<file path="config.mk">
export PLATFORM = sky130hd
export DESIGN_NAME = can_tx_mailbox_scheduler
export DESIGN_NICKNAME = d
export VERILOG_FILES = /design/src/rtl/can_tx_mailbox_scheduler.sv
export SDC_FILE = /design/constraint.sdc
export NUM_CORES = 1
export LEC_CHECK = 0
export ABC_AREA = 1
export CAP_MARGIN = 5
export CORE_ASPECT_RATIO = 1.2
export CORE_MARGIN = 4
export CORE_UTILIZATION = 30
export DETAILED_ROUTE_END_ITERATION = 6
export PLACE_DENSITY_LB_ADDON = 0.15
export SLEW_MARGIN = 40
export SYNTH_ARGS = -nofsm -noshare
export SYNTH_HDL_FRONTEND = slang
export SYNTH_SLANG_ARGS = --single-unit
</file>
<file path="constraint.sdc">
create_clock -name clk_i -period 5.8 [get_ports clk_i]
set_input_delay 1.16 -clock clk_i [delete_from_list [all_inputs] [get_ports clk_i]]
set_output_delay 1.16 -clock clk_i [all_outputs]
set_load 0.01 [all_outputs]
</file>
<file path="src/rtl/can_tx_mailbox_scheduler.sv">
// can_tx_mailbox_scheduler
// Arbitrates NUM_MB transmit mailboxes onto one CAN transmit controller.
// The pending mailbox with the lowest identifier wins (ties go to the lowest
// index). The winner is handed over with a req/ack handshake, and the
// controller's outcome (done / lost / err) decides its fate. The scheduler
// re-arbitrates after every outcome, so a newly loaded higher-priority frame
// can overtake one that is being retried.
//
// Optional feature macro: CAN_RETRY_LIMIT_EN
//   defined   : per-mailbox error counter; a mailbox is dropped with a
//               fail_pulse on its MAX_RETRY-th transmit error.
//   undefined : unlimited retries, fail_pulse_o is constant 0.
//
// Handshake: tx_req_o rises with tx_id_o/tx_data_o already valid and holds
// all three stable until the first cycle tx_ack_i is seen high; that edge
// completes the transfer and tx_req_o drops. Outcome pulses (tx_done_i,
// tx_lost_i, tx_err_i) are only honoured after that handshake, in WAIT, with
// priority done > err > lost.
//
// "Active" mailbox: the one in flight (FSM in REQ or WAIT, index active_sel_o).
// Writes to it are ignored and aborts on it are latched until the outcome.
module can_tx_mailbox_scheduler #(
  parameter int NUM_MB    = 4,
  parameter int ID_W      = 11,
  parameter int DATA_W    = 8,
  parameter int MAX_RETRY = 3,
  localparam int SEL_W    = (NUM_MB > 1) ? $clog2(NUM_MB) : 1
) (
  input  logic              clk_i,
  input  logic              reset_i,
  input  logic              wr_en_i,
  input  logic [SEL_W-1:0]  wr_sel_i,
  input  logic [ID_W-1:0]   wr_id_i,
  input  logic [DATA_W-1:0] wr_data_i,
  input  logic [NUM_MB-1:0] abort_i,
  output logic              tx_req_o,
  output logic [ID_W-1:0]   tx_id_o,
  output logic [DATA_W-1:0] tx_data_o,
  input  logic              tx_ack_i,
  input  logic              tx_done_i,
  input  logic              tx_lost_i,
  input  logic              tx_err_i,
  output logic [NUM_MB-1:0] pending_o,
  output logic [NUM_MB-1:0] done_pulse_o,
  output logic [NUM_MB-1:0] fail_pulse_o,
  output logic              busy_o,
  output logic [SEL_W-1:0]  active_sel_o,
  output logic [1:0]        state_o
);

  localparam logic [1:0] ST_IDLE   = 2'd0;
  localparam logic [1:0] ST_SELECT = 2'd1;
  localparam logic [1:0] ST_REQ    = 2'd2;
  localparam logic [1:0] ST_WAIT   = 2'd3;

  // FSM and handshake registers
  logic [1:0]        state_q, state_d;
  logic [SEL_W-1:0]  sel_q, sel_d;
  logic              tx_req_q, tx_req_d;
  logic [ID_W-1:0]   tx_id_q, tx_id_d;
  logic [DATA_W-1:0] tx_data_q, tx_data_d;
  logic              busy_q, busy_d;
  logic              abort_lat_q, abort_lat_d;

  // Mailbox storage
  logic [NUM_MB-1:0] pend_q, pend_d;
  logic [ID_W-1:0]   id_q   [NUM_MB];
  logic [ID_W-1:0]   id_d   [NUM_MB];
  logic [DATA_W-1:0] data_q [NUM_MB];
  logic [DATA_W-1:0] data_d [NUM_MB];

  // Status pulses
  logic [NUM_MB-1:0] done_q, done_d;
  logic [NUM_MB-1:0] fail_q, fail_d;

`ifdef CAN_RETRY_LIMIT_EN
  localparam int CNT_W = (MAX_RETRY > 0) ? $clog2(MAX_RETRY + 1) : 1;
  logic [CNT_W-1:0]  cnt_q [NUM_MB];
  logic [CNT_W-1:0]  cnt_d [NUM_MB];
`endif

  // Arbitration helpers
  logic              in_flight;
  logic [NUM_MB-1:0] wr_mask;
  logic [NUM_MB-1:0] cand;
  logic              win_found;
  logic [SEL_W-1:0]  win_sel;
  logic [ID_W-1:0]   win_id;
  logic              abort_now;

  assign in_flight = (state_q == ST_REQ) || (state_q == ST_WAIT);

  // Decode the load target into a one-hot mask
  always_comb begin
    wr_mask = '0;
    for (int i = 0; i < NUM_MB; i++) begin
      if (wr_en_i && (int'(wr_sel_i) == i)) wr_mask[i] = 1'b1;
    end
  end

  // Lowest pending id wins; strict '<' keeps the lowest index on ties. A
  // mailbox being aborted or rewritten this cycle sits out this round.
  always_comb begin
    cand      = pend_q & ~abort_i & ~wr_mask;
    win_found = 1'b0;
    win_sel   = '0;
    win_id    = '0;
    for (int i = 0; i < NUM_MB; i++) begin
      if (cand[i] && (!win_found || (id_q[i] < win_id))) begin
        win_found = 1'b1;
        win_sel   = SEL_W'(i);
        win_id    = id_q[i];
      end
    end
  end

  // Next-state logic: mailbox loads/aborts, then the FSM and outcome handling
  always_comb begin
    state_d     = state_q;
    sel_d       = sel_q;
    tx_req_d    = tx_req_q;
    tx_id_d     = tx_id_q;
    tx_data_d   = tx_data_q;
    abort_lat_d = abort_lat_q;
    pend_d      = pend_q;
    id_d        = id_q;
    data_d      = data_q;
    done_d      = '0;
    fail_d      = '0;
    abort_now   = abort_lat_q | abort_i[sel_q];
`ifdef CAN_RETRY_LIMIT_EN
    cnt_d       = cnt_q;
`endif

    // Non-active mailboxes: abort beats a same-cycle load
    for (int i = 0; i < NUM_MB; i++) begin
      if (!(in_flight && (int'(sel_q) == i))) begin
        if (abort_i[i]) begin
          pend_d[i] = 1'b0;
`ifdef CAN_RETRY_LIMIT_EN
          cnt_d[i]  = '0;
`endif
        end else if (wr_mask[i]) begin
          pend_d[i] = 1'b1;
          id_d[i]   = wr_id_i;
          data_d[i] = wr_data_i;
`ifdef CAN_RETRY_LIMIT_EN
          cnt_d[i]  = '0;
`endif
        end
      end
    end

    // Active mailbox: remember an abort until the outcome arrives
    if (in_flight && abort_i[sel_q]) abort_lat_d = 1'b1;

    case (state_q)
      ST_IDLE: begin
        if (|pend_q) state_d = ST_SELECT;
      end
      ST_SELECT: begin
        if (win_found) begin
          sel_d       = win_sel;
          tx_req_d    = 1'b1;
          tx_id_d     = id_q[win_sel];
          tx_data_d   = data_q[win_sel];
          abort_lat_d = 1'b0;
          state_d     = ST_REQ;
        end else begin
          state_d     = ST_IDLE;
        end
      end
      ST_REQ: begin
        if (tx_ack_i) begin
          tx_req_d = 1'b0;
          state_d  = ST_WAIT;
        end
      end
      ST_WAIT: begin
        if (tx_done_i) begin
          pend_d[sel_q] = 1'b0;
          done_d[sel_q] = 1'b1;
`ifdef CAN_RETRY_LIMIT_EN
          cnt_d[sel_q]  = '0;
`endif
          state_d       = ST_IDLE;
        end else if (tx_err_i) begin
          if (abort_now) begin
            pend_d[sel_q] = 1'b0;
`ifdef CAN_RETRY_LIMIT_EN
            cnt_d[sel_q]  = '0;
`endif
          end else begin
`ifdef CAN_RETRY_LIMIT_EN
            if (cnt_q[sel_q] >= CNT_W'(MAX_RETRY - 1)) begin
              pend_d[sel_q] = 1'b0;
              fail_d[sel_q] = 1'b1;
              cnt_d[sel_q]  = '0;
            end else begin
              cnt_d[sel_q]  = cnt_q[sel_q] + 1'b1;
            end
`endif
          end
          state_d = ST_IDLE;
        end else if (tx_lost_i) begin
          if (abort_now) begin
            pend_d[sel_q] = 1'b0;
`ifdef CAN_RETRY_LIMIT_EN
            cnt_d[sel_q]  = '0;
`endif
          end
          state_d = ST_IDLE;
        end
      end
      default: state_d = ST_IDLE;
    endcase

    busy_d = (state_d != ST_IDLE);
  end

  // State and output registers; reset empties every mailbox and drops tx_req
  always_ff @(posedge clk_i or posedge reset_i) begin
    if (reset_i) begin
      state_q     <= ST_IDLE;
      sel_q       <= '0;
      tx_req_q    <= 1'b0;
      tx_id_q     <= '0;
      tx_data_q   <= '0;
      busy_q      <= 1'b0;
      abort_lat_q <= 1'b0;
      pend_q      <= '0;
      done_q      <= '0;
      fail_q      <= '0;
      for (int i = 0; i < NUM_MB; i++) begin
        id_q[i]   <= '0;
        data_q[i] <= '0;
      end
    end else begin
      state_q     <= state_d;
      sel_q       <= sel_d;
      tx_req_q    <= tx_req_d;
      tx_id_q     <= tx_id_d;
      tx_data_q   <= tx_data_d;
      busy_q      <= busy_d;
      abort_lat_q <= abort_lat_d;
      pend_q      <= pend_d;
      done_q      <= done_d;
      fail_q      <= fail_d;
      id_q        <= id_d;
      data_q      <= data_d;
    end
  end

`ifdef CAN_RETRY_LIMIT_EN
  // Per-mailbox transmit error counters
  always_ff @(posedge clk_i or posedge reset_i) begin
    if (reset_i) begin
      for (int i = 0; i < NUM_MB; i++) cnt_q[i] <= '0;
    end else begin
      cnt_q <= cnt_d;
    end
  end
  assign fail_pulse_o = fail_q;
`else
  assign fail_pulse_o = '0;
`endif

  assign tx_req_o     = tx_req_q;
  assign tx_id_o      = tx_id_q;
  assign tx_data_o    = tx_data_q;
  assign pending_o    = pend_q;
  assign done_pulse_o = done_q;
  assign busy_o       = busy_q;
  assign active_sel_o = sel_q;
  assign state_o      = state_q;

endmodule
</file>
; Word-level counts from Yosys, hierarchy flattened
; Cells that the tools add are included.
[totals]
input_bits = 32
romBits = 0
latch_bits = 0
regBits = 110
ramBits = 0
elab_cells = 138
out_inout_bits = 37
n_memories = 0
[classes]
reduce_logical = 32
mux = 56
bitwise = 16
add_sub_neg = 0
n_eq_ne = 11
div = 0
mul = 0
n_shift = 0
order_cmp = 6
[ops]
columns = op, n
row1 = $mux 11, 5
row2 = $lt 11x11->1, 3
row3 = $mux 1, 28
row4 = $mux 4, 7
row5 = $bmux 11 s2, 1
row6 = $bmux 8 s2, 1
row7 = $mux 2, 8
row8 = $mux 8, 2
row9 = $reduce_and 3->1, 5
row10 = $logic_and 1x1->1, 13
row11 = $and 4x4->4, 3
row12 = $eq 2x2->1 const B, 6
row13 = $not 4->4, 3
row14 = $not 1->1, 8
row15 = $pmux 2 s4, 1
row16 = $eq 2x1->1 const B, 3
row17 = $logic_not 2->1, 3
row18 = $logic_or 1x1->1, 4
row19 = $ne 2x2->1 const B, 2
row20 = $reduce_bool 2->1, 2
row21 = $reduce_or 4->1, 1
row22 = $ge 3x3->1 const B, 1
row23 = $logic_not 1->1, 3
row24 = $lt 2x3->1 const B, 1
row25 = other kinds (7), 7

; Depth between registers and ports, before layout
; Gate-level depths: netlist (run 1).
[logic_depth]
word_depth = 22
ltp_mapped = 48
ltp_nobuf = 46

; Least setup slack after synthesis (run 1)
; No wires, ideal clock.
[synth_path]
path_type = in2reg
startpoint = in wr_en_i
endpoint = reg tx_id_q[10] (netlist: tx_id_o[10])
t_required_ps = 5683
cell_stages = 47
t_arrival_ps = 5980
n_path_buf = 2
setup_time_ps = 117
slack_ps = -297
path_cell_list = inv_2 nor3_2 nor3_4 inv_1 nor2_1 inv_1 ha_1 nand2_1 clkinv_1 nand2_1 nand2_1 nand2_1 nand2_1 nand2_1 nand2_1 nand2_2 nand2_4 inv_1 [11 not listed] nand2_1 o21a_1 ha_1 nand2_1 inv_1 nand3_1 a31oi_1 a2111oi_0 nand2_2 nand2_4 nand2_8 nand2_8 buf_6 nor2_1 nand2_1 nand2_1 nand2_1 nand2_1
[synth_via]
elab_chain_len = 21
word_cells_on_any_way = 37
cone_classes = order compare (3) / mux (17) / bitwise (3) / reduce/logical (14)
[synth_lines]
columns = item, line
row1 = from (decl), 31  ; input logic wr_en_i,
row2 = $logic_and 1x1->1, 97  ; if (wr_en_i && (int'(wr_sel_i) == i)) wr_mask[i] = 1'b1;
row3 = $mux 1, 97
row4 = $not 4->4 (*), 104  ; cand = pend_q & ~abort_i & ~wr_mask;
row5 = $and 4x4->4 (*), 104
row6 = $mux 11 or $mux 1 (tied branches), 109  ; if (cand[i] && (!win_found || (id_q[i] < win_id))) begin
row7 = $lt 11x11->1 or $logic_not 1->1 (tied branches), 109
row8 = $logic_or 1x1->1, 109
row9 = $logic_and 1x1->1, 109
row10 = [4 not listed], -
row11 = $mux 11 or $mux 1 (tied branches), 109
row12 = $lt 11x11->1 or $logic_not 1->1 (tied branches), 109
row13 = $logic_or 1x1->1, 109
row14 = $logic_and 1x1->1, 109
row15 = $mux 2, 109
row16 = $not 2->3 (implied by the code), 165  ; tx_id_d = id_q[win_sel];
row17 = $bmux 11 s2, 165
row18 = $mux 11 (implied by the code) (2 in series), 165
row19 = to (signal assigned), 242  ; tx_id_q <= tx_id_d;
row20 = to (decl), 60  ; logic [ID_W-1:0] tx_id_q, tx_id_d;
; Mark *: on every way between the ends. The rest lies on a longest branch, timed or not. The select of a mux whose other input is x is not followed.
; A chain may end at the register's enable or synchronous reset.

; Final worst setup path (run 1)
[layout_path]
startpoint = in wr_en_i
endpoint = reg tx_data_q[7] (netlist: tx_data_o[7])
[layout_via]
elab_chain_len = 21
word_cells_on_any_way = 37
cone_classes = order compare (3) / mux (17) / bitwise (3) / reduce/logical (14)
[layout_lines]
columns = item, line
row1 = $logic_and 1x1->1, 97
row2 = $mux 1, 97
row3 = $not 4->4 (*), 104
row4 = $and 4x4->4 (*), 104
row5 = $mux 11 or $mux 1 (tied branches), 109
row6 = $lt 11x11->1 or $logic_not 1->1 (tied branches), 109
row7 = $logic_or 1x1->1, 109
row8 = $logic_and 1x1->1, 109
row9 = [4 not listed], -
row10 = $mux 11 or $mux 1 (tied branches), 109
row11 = $lt 11x11->1 or $logic_not 1->1 (tied branches), 109
row12 = $logic_or 1x1->1, 109
row13 = $logic_and 1x1->1, 109
row14 = $mux 2, 109
row15 = $not 2->3 (implied by the code), 166  ; tx_data_d = data_q[win_sel];
row16 = $bmux 8 s2, 166
row17 = $mux 8 (implied by the code) (2 in series), 166
row18 = to (signal assigned), 243  ; tx_data_q <= tx_data_d;
row19 = to (decl), 61  ; logic [DATA_W-1:0] tx_data_q, tx_data_d;
; Marks and branches as above.

==> flow_metrics.tcl, run 1 <==
set metrics [dict create \
    place_ws_ns -0.985 \
    io_buffers 64 \
    diodes 0 \
    h-tree-depth 3 \
    fp.dieW_microns 140 \
    synth_enable_flop_cells 0 \
    avgSynthCellArea_sq_um 7.65 \
    synthTopCellsByArea "dfrtp_1, nand2_1, o21ai_0" \
    area_growth_pct 43.7 \
    synth_simple_gate_area_share_pct 28.3 \
    start_util_pct 30.7 \
    cts_buffers 9 \
    maxCapViolations 0 \
    synth_compound_area_share_pct 11.9 \
    violations "setup timing" \
    synthArstFlopShare_pct 100 \
    root_buffer "clkbuf_16" \
    antenna_left 0 \
    cts_sinks 110 \
    fp.dieH_microns 166 \
    wirelength_microns 20400 \
    outcome "finished with violations" \
    r2r_cells 38 \
    path_class "in2reg" \
    synth_fa_ha_area_share_pct 6.02 \
    crit_path_max_incr_delay_ns 0.31 \
    synth_seq_cells 110 \
    finalSetupViolations 21 \
    p_per_area_nw_per_um2 340 \
    nNetsFinal 1030 \
    grt_max_degree 57 \
    grt_first_pass_wirelength_microns 31600 \
    skew_ns 0.0118 \
    hold_viol_final 0 \
    maxSlewViolCount 0 \
    cp_max_fo 7 \
    hold_buffers 0 \
    clk_latency_ns 0.37 \
    rows 57 \
    die_area_sq_um 23200 \
    rsz0062_at_grt "true" \
    slew_headroom_pct 56.7 \
    gr-usage-all-layers_pct 17.1 \
    worstMarginPinSlew_ns 0.648 \
    slowest_stage "a2111oi_4" \
    cts.clk_slew.worst_paths_ns 0.08 \
    hold_depth 2 \
    yosys.area.top_type "dfrtp_1" \
    vdd_drop_max_mv 0.171 \
    finalInstanceArea_sq_um 8950 \
    core_sq_um 20300 \
    drc 0 \
    via_per_inst 4.73 \
    critical_path_required_ns 6.06 \
    hold_ws_ns 0.478 \
    startpoint_type "primary input" \
    synth_top_area_share_pct 44.2 \
    seqCellArea_sq_um 2750 \
    clock_path_buffers 2 \
    end_kind "flip-flop" \
    cp_common_cell "nand2_1" \
    grt_pass1_vias 5785 \
    ioPinCount 69 \
    multi_input_area_sq_um 3480 \
    final.setup.tns_ns -3.83 \
    cts_tree "built" \
    first_pass_iters 5 \
    finalCriticalPeriod_ns 6.03 \
    synth_warnings 0 \
    hold_class "reg2reg" \
    hpwl_microns 13600 \
    synth_top_family_by_area "simple AND/OR/NAND/NOR gates" \
    fillers 2068 \
    fmax_mhz 166 \
    final_layout_size_suffix_gt1_share_pct 26.6 \
    wl_per_cell_microns 16.4 \
    synth_xor_area_share_pct 0 \
    yosys_most_used_dff "dfrtp_1" \
    antenna_found_initial 0 \
    worst_slack_ns -0.230 \
    ys_seq_area_share_pct 44.2 \
    synthesis.area_sq_um 6230 \
    grt.overflow.total 0 \
    yosys-mux-area-fraction_pct 0 \
    via_count 5860 \
    arrival_ns 6.29 \
    drt_iter0_markers 287 \
    period_share_pct 104 \
    yosysUniqueCellTypes 39 \
    placed_area_sq_um 7640 \
    gp_congestion 0.899 \
    synthCells 815 \
    leakage_nw 4.40 \
]
-- cells in the mapped netlist, types with 2 or more instances --
master     instances
nor3_2             2
o21ai_0           89
nand2_2            5
inv_1            104
nand3_1           63
nand2_4            4
clkbuf_1          23
nor3_1            10
ha_1              30
or2_2              9
nor2_1            54
a32o_1             3
buf_6              2
o21bai_1           7
nand2_8            2
nand3b_1          15
o21a_1             3
nand4_1            3
buf_1              3
buf_4              7
inv_2              3
buf_2              4
a21oi_1           19
o2111ai_1          3
nand2_1          224
a31oi_1            2
dfrtp_1          110
-- per-layer routing --
metal | global-route usage [%] | routed length [microns] | up-vias
li1 | - | - | 2926
met1 | 21.4 | 8630 | 2754
met5 | 0 | 0 | -
met2 | 29.4 | 10100 | 137
met3 | 2.94 | 813 | 43
met4 | 6.78 | 814 | 0
-- per-stage QoR --
stage	power [mW]	instances	util (%)
final	3.04	1238	44.1
after global routing	3.28	1238	44.1
after CTS	2.94	1227	41.5
after detailed placement	2.22	1183	37.6
after global placement	2.22	1183	37.6
after floorplan	1.76	818	-
-- final cells by class --
type                            count  share of cell area [%]
Inverter                          108                    4.75
Sequential cell                   110                    30.7
Clock inverter                      6                   0.657
Clock buffer                       10                    2.67
Tap cell                          265                    3.70
Timing Repair Buffer              174                    18.6
Multi-Input combinational cell    565                    38.9
-- power breakdown --
group | total [mW] | switching, mW | internal [mW]
sequential | 1.19 | 0.201 | 0.991
clock | 0.633 | 0.318 | 0.315
combinational | 1.22 | 0.612 | 0.604
total | 3.04 | 1.13 | 1.91
-- logic make-up after synthesis --
family | after synthesis
other | 1
AOI/OAI and AO/OA | 133
buffers and inverters | 147
DFF | 110
and+or+nand+nor | 394
adders and majority gates | 30
-- state kept, by name (all words and copies together) (netlist names) --
name	count
tx_id_o	11
tx_data_o	8
state_o	2
tx_req_o	1
pending_o	4
data_q	32
abort_lat_q	1
id_q	44
busy_o	1
active_sel_o	2
done_pulse_o	4
-- cell usage in the layout (no fill, tap or decap), types with 22 or more instances in the layout --
cell type,netlist,routed
buf_4,7,92
clkdlybuf4s50_1,0,60
dfrtp_1,110,110
inv_1,104,94
nand2_1,224,204
nand2_2,5,22
nand3_1,63,54
nor2_1,54,34
o21ai_0,89,83
-- worst max-delay path, delay by kind of cell --
kind | cells | cell delay (ns)
AND/OR/NAND/NOR | 22 | 2.01
adder cells (fa/ha/maj) | 3 | 0.80
buffers and inverters | 9 | 1.08
AO/OA/AOI/OAI | 6 | 1.22
-- repair_timing --
| item | CTS | global route |
|---|---|---|
| setup endpoints to repair | 21 | 21 |
| cloned | 6 | 3 |
| buffers inserted | 22 | 8 |
| resized for setup | 69 | 84 |
| pin swaps | 39 | 56 |
-- worst paths after layout --
check                                        from                        to  slack (ns)
max                                       wr_en_i  tx_data_o[7]$_DFFE_PP0P_       -0.23
min                        tx_id_o[2]$_DFFE_PP0P_    tx_id_o[2]$_DFFE_PP0P_        0.48
max reg2reg                pending_o[0]$_DFF_PP0_  tx_data_o[7]$_DFFE_PP0P_        0.23
min reg2reg                tx_id_o[2]$_DFFE_PP0P_    tx_id_o[2]$_DFFE_PP0P_        0.48
max in group asynchronous                 reset_i      id_q[32]$_DFFE_PP0P_        3.93
min in group asynchronous                 reset_i      id_q[26]$_DFFE_PP0P_        1.08
(Power assumes the default switching activity.)
==> run 2: changes to the inputs <==
Clock period 5.8 ns to 5.9 ns, I/O delays scaled along.
==> run 2 against run 1 <==
  * The flow still finishes with violations (setup timing)
  * Via count down 3.1%
  * Combinational power down 6%
  * Non-clock buffer count down 24
  * Largest cell class unchanged
==> flow_metrics.tcl, run 2 (synthesized netlist as in run 1, its figures left out) <==
set metrics [dict create \
    slew_headroom_pct 49.3 \
    startpoint_type "primary input" \
    via_per_inst 4.69 \
    cp_common_cell "nand2_1" \
    period_share_pct 101 \
    r2r_cells 47 \
    p_sw_share_pct 36.9 \
    rrSetupSlack_ns 0.45 \
    leakage_nw 4.24 \
    cts.clk_slew.worst_paths_ns 0.07 \
    hold_path.startpoint "data_q[30]$_DFFE_PP0P_" \
    clock_path_buffers 2 \
    path_class "in2reg" \
    seqPwrFrac_pct 39.2 \
    vdd_drop_max_mv 0.156 \
    place_inst 1170 \
    p_per_area_nw_per_um2 343 \
    first_pass_iters 5 \
    maxSlewViolCount 0 \
    r2r_start "pending_o[0]$_DFF_PP0_" \
    drc 0 \
    worstMarginPinSlew_ns 0.757 \
    diodes 0 \
    hpwl_microns 13200 \
    cts_buffers 9 \
    arrival_ns 6.25 \
    gp_congestion 0.867 \
    violations "setup timing" \
    maxCapViolations 0 \
    cts_sinks 110 \
    hold_depth 2 \
    finalCriticalPeriod_ns 5.94 \
    end_kind "flip-flop" \
    final_util_pct 42.6 \
    grt_first_pass_wirelength_microns 31100 \
    clkPwrFrac_pct 21.9 \
    top_register "id_q" \
    h-tree-depth 3 \
    largest_register_ffs 44 \
    via_count 5677 \
    cp_max_fo 7 \
    antenna_left 0 \
    start_util_pct 30.7 \
    slowest_stage "ha_1" \
    fp.dieH_microns 166 \
    area_growth_pct 38.9 \
    hold_viol_final 0 \
    finalSetupViolations 3 \
    p_int_mw 1.88 \
    grt.overflow.total 0 \
    critical_path_required_ns 6.21 \
    gr-usage-all-layers_pct 16.9 \
    drt_iter0_markers 238 \
    ioPinCount 69 \
    core_sq_um 20300 \
    cts_tree "built" \
    io_buffers 64 \
    fp.dieW_microns 140 \
    comb_power_share_pct 38.9 \
    outcome "finished with violations" \
    crit_path_max_incr_delay_ns 0.30 \
    antenna_found_initial 0 \
    place_ws_ns -1.12 \
    fmax_mhz 168 \
    final_layout_size_suffix_gt1_share_pct 23.2 \
    wirelength_microns 19200 \
    clk_latency_ns 0.37 \
    p_total_mw 2.97 \
    p_sw_mw 1.09 \
    final_common_cell "nand2_1" \
    grt_max_degree 62 \
    hold_class "reg2reg" \
    root_buffer "clkbuf_16" \
    finish.cell_count_without_fillers 1211 \
    nNetsFinal 1003 \
    rr_endpoint "tx_id_o[2]$_DFFE_PP0P_" \
    wl_per_cell_microns 15.9 \
    hold_ws_ns 0.481 \
    grt_pass1_vias 5736 \
    final_cell_mix "nand2_1, dfrtp_1, inv_1, o21ai_0, buf_4" \
    rsz0062_at_grt "true" \
    die_area_sq_um 23200 \
    crit_family "simple AND/OR/NAND/NOR gates" \
    worst_slack_ns -0.0425 \
    skew_ns 0.0111 \
    rows 57 \
    cp_num_buf_inv 11 \
    hold_end "data_q[30]$_DFFE_PP0P_" \
]
-- run 2: layer usage --
layer,global-route usage [%],vias to the layer above,share of wire (%)
li1,-,2858,-
met1,21.4,2703,45
met2,30.1,94,50
met3,2.30,22,3.1
met4,4.55,0,1.6
met5,0,-,0
-- run 2: worst max-delay path by stage --
stage,slack [ns],from,cells past startpoint,endpoint
after floorplan,0.009,wr_en_i,46,tx_id_o[10]$_DFFE_PP0P_
after global placement,-1.14,wr_en_i,44,tx_data_o[2]$_DFFE_PP0P_
after detailed placement,-1.12,wr_en_i,43,tx_data_o[2]$_DFFE_PP0P_
after CTS,0.03,wr_en_i,48,tx_id_o[2]$_DFFE_PP0P_
after global routing,-0.37,wr_en_i,49,tx_id_o[2]$_DFFE_PP0P_
final,-0.04,wr_en_i,49,tx_id_o[2]$_DFFE_PP0P_
-- run 2: power groups by stage --
stage	Clock [mW]	Combinational, mW	Sequential, mW
after global placement	0	1.00	1.17
after floorplan	0	0.579	1.15
after global routing	0.698	1.30	1.20
after detailed placement	0	1.01	1.17
final	0.651	1.15	1.16
after CTS	0.669	1.07	1.16
-- run 2: repair_timing --
action,in CTS,in global routing
hold buffers,0,0
pin swaps,19,17
setup endpoints to repair,21,21
hold endpoints to repair,0,0
setup buffers,18,5
cloned,2,0
gates resized for setup,79,77
-- run 2: tightest hold or removal path, stage by stage (launching register included) --
cell,delay [ns]
dfrtp_1,0.34
nand2_1,0.05
o21ai_0,0.06
-- run 2: cell type report --
type	count	area, sq um
Multi-Input combinational cell	562	3400
Clock buffer	10	229
Inverter	108	425
Clock inverter	6	81.3
Timing Repair Buffer	150	1440
Tap cell	265	332
Sequential cell	110	2750
Fill cell	2094	11700
-- run 2: metrics by stage --
| stage | TNS (ns) | instance area [sq um] |
|---|---|---|
| 6_report | -0.0648 | 8660 |
| 5_1_grt | -5.61 | 8660 |
| 4_1_cts | 0 | 8250 |
| 3_5_place_dp | -21.37 | 7540 |
| 3_3_place_gp | -21.97 | 7540 |
| 2_1_floorplan | 0 | 6250 |
==> run 3: changes to the inputs <==
Settings changed: ABC_AREA 1 to unset, CTS_BUF_LIST set to sky130_fd_sc_hd__clkbuf_16, MAX_ROUTING_LAYER set to met4.
==> run 3 against run 2 <==
  * The flow still finishes with violations (setup timing)
  * First-iteration DRC count rose by 14%
  * Total power is 6.8% higher
  * Die area decreased by 4.8%
  * Sequential share of layout area grew 0.44 points
  * Register-to-register slack worse by 0.10 ns
  * Cell count is 18% lower
  * Utilization increased by 1.2 points
  * Non-clock buffer count increased by 19
  * Clock skew is 0.0042 ns higher
  * Global-route usage rose by 0.13 points
  * Combinational power rose by 11%
==> flow_metrics.tcl, run 3 <==
set metrics [dict create \
    cts_tree "built" \
    final_common_cell "dfrtp_1" \
    grt_max_degree 58 \
    place_ws_ns -1.69 \
    start_util_pct 30.4 \
    hold_buffers 0 \
    top_register "id_q" \
    rows 56 \
    final_util_pct 43.8 \
    io_buffers 64 \
    finalSetupViolations 21 \
    synth_simple_gate_area_share_pct 16.5 \
    diodes 0 \
    synthesis.area_sq_um 5920 \
    outcome "finished with violations" \
    drc 0 \
    hold_class "reg2reg" \
    yosys_most_used_dff "dfrtp_1" \
    synth_fa_ha_area_share_pct 6.35 \
    fmax_mhz 156 \
    yosysUniqueCellTypes 51 \
    synth_xor_area_share_pct 0 \
    yosys-mux-area-fraction_pct 15.0 \
    yosys-top-cells-count "nand2_1, dfrtp_1, mux2_2, ha_1" \
    worst_slack_ns -0.495 \
    worstMarginPinSlew_ns 0.809 \
    place_inst 950 \
    maxCapViolations 0 \
    fp.dieH_microns 162 \
    root_buffer "clkbuf_16" \
    clock_path_buffers 2 \
    antenna_left 0 \
    gr-max-usage-layer "met2" \
    wirelength_microns 17900 \
    grt_first_pass_wirelength_microns 28200 \
    hpwl_microns 12700 \
    final_cell_mix "dfrtp_1, nand2_1, buf_4, mux2_2, clkdlybuf4s50_1" \
    gp_congestion 0.854 \
    avgSynthCellArea_sq_um 10.2 \
    via_per_inst 4.93 \
    nNetsFinal 791 \
    finish.cell_count_without_fillers 995 \
    slew_headroom_pct 45.7 \
    wl_per_cell_microns 18.0 \
    skew_ns 0.0153 \
    gr-usage-met3_pct 1.95 \
    yosys.area.top_type "dfrtp_1" \
    ioPinCount 69 \
    clk_latency_ns 0.36 \
    finalCriticalPeriod_ns 6.40 \
    vdd_drop_max_mv 0.144 \
    maxSlewViolCount 0 \
    cp_max_fo 7 \
    cts.clk_slew.worst_paths_ns 0.08 \
    die_area_sq_um 22000 \
    startpoint_type "primary input" \
    ys_seq_area_share_pct 46.5 \
    synth_enable_flop_cells 0 \
    gr-usage-all-layers_pct 17.0 \
    arrival_ns 6.64 \
    finalInstanceArea_sq_um 8540 \
    violations "setup timing" \
    path_class "in2reg" \
    synthArstFlopShare_pct 100 \
    synth_top_area_share_pct 46.5 \
    grt_pass1_vias 5172 \
    largest_register_ffs 44 \
    crit_path_max_incr_delay_ns 0.39 \
    cts_buffers 9 \
    period_share_pct 108 \
    hold_viol_final 0 \
    yosysMostFrequentCell "nand2_1" \
    critical_path_required_ns 6.14 \
    area_growth_pct 44.4 \
    synth_top_family_by_area "simple AND/OR/NAND/NOR gates" \
    fp.dieW_microns 136 \
    first_pass_iters 4 \
    met2_usage_pct 29.6 \
    synthTopCellsByArea "dfrtp_1, mux2_2, nand2_1" \
    grt.overflow.total 0 \
    antenna_found_initial 0 \
    rsz0062_at_grt "true" \
    end_kind "flip-flop" \
    placed_area_sq_um 7490 \
    cts_sinks 110 \
    synth_warnings 0 \
    p_total_mw 3.17 \
    via_count 4908 \
    synthCells 580 \
    h-tree-depth 3 \
    synth_compound_area_share_pct 12.5 \
    hold_ws_ns 0.504 \
    final_layout_size_suffix_gt1_share_pct 40.1 \
    leakage_nw 3.67 \
    drt_iter0_markers 271 \
    final.setup.tns_ns -8.57 \
    p_per_area_nw_per_um2 371 \
    core_sq_um 19500 \
    slowest_stage "or3b_4" \
    synth_seq_cells 110 \
    globalRouteMet1Util_pct 20.3 \
]
run 3: logic make-up after synthesis:
family | Yosys count
simple gates | 216
compound gates | 107
flops | 110
other cells | 1
mux | 78
fa+ha+maj | 30
buf+inv | 38
run 3: layer usage:
metal,wire (microns),up-vias
met5,0,-
met4,303,0
met3,326,21
met2,9780,63
met1,7540,2480
li1,-,2344
run 3: where the power goes:
group	leakage (nW)	internal (mW)	switching, mW
Sequential	1.35	0.997	0.250
Combinational	2.17	0.730	0.553
Clock	0.155	0.341	0.302
Total	3.67	2.07	1.11
run 3: critical path, delay by kind of cell:
| family | cells | cell delay [ns] |
|---|---|---|
| and+or+nand+nor | 8 | 1.35 |
| AOI/OAI and AO/OA | 15 | 2.31 |
| buffers and inverters | 9 | 1.20 |
| adders and majority gates | 3 | 0.58 |
run 3: cell type report:
cell class,count,area [sq um]
fillers,1919,10900
multi-input cells,435,3570
flip-flops and latches,110,2750
repair buffers,169,1550
well taps,261,327
clock buffers,9,225
clock inverters,7,90.1
inverters,4,17.5
run 3: path summary, 6_finish.rpt:
check / slack, ns / cells after the start / from / endpoint
setup / recovery: -0.50 / 35 / wr_sel_i[0] / tx_id_o[0]$_DFFE_PP0P_
max in group asynchronous: 3.44 / 3 / reset_i / id_q[36]$_DFFE_PP0P_
hold reg to reg: 0.50 / 1 / data_q[12]$_DFFE_PP0P_ / data_q[12]$_DFFE_PP0P_
hold / removal: 0.50 / 1 / data_q[12]$_DFFE_PP0P_ / data_q[12]$_DFFE_PP0P_
min in group asynchronous: 1.28 / 2 / reset_i / data_q[8]$_DFFE_PP0P_
setup reg to reg: 0.35 / 31 / pending_o[0]$_DFF_PP0_ / tx_id_o[0]$_DFFE_PP0P_
run 3: repair_timing:
action / CTS / global route
setup endpoints to repair: 21 / 21
resized for setup: 74 / 57
setup buffers: 18 / 9
gates cloned: 2 / 1
pin swaps: 38 / 44
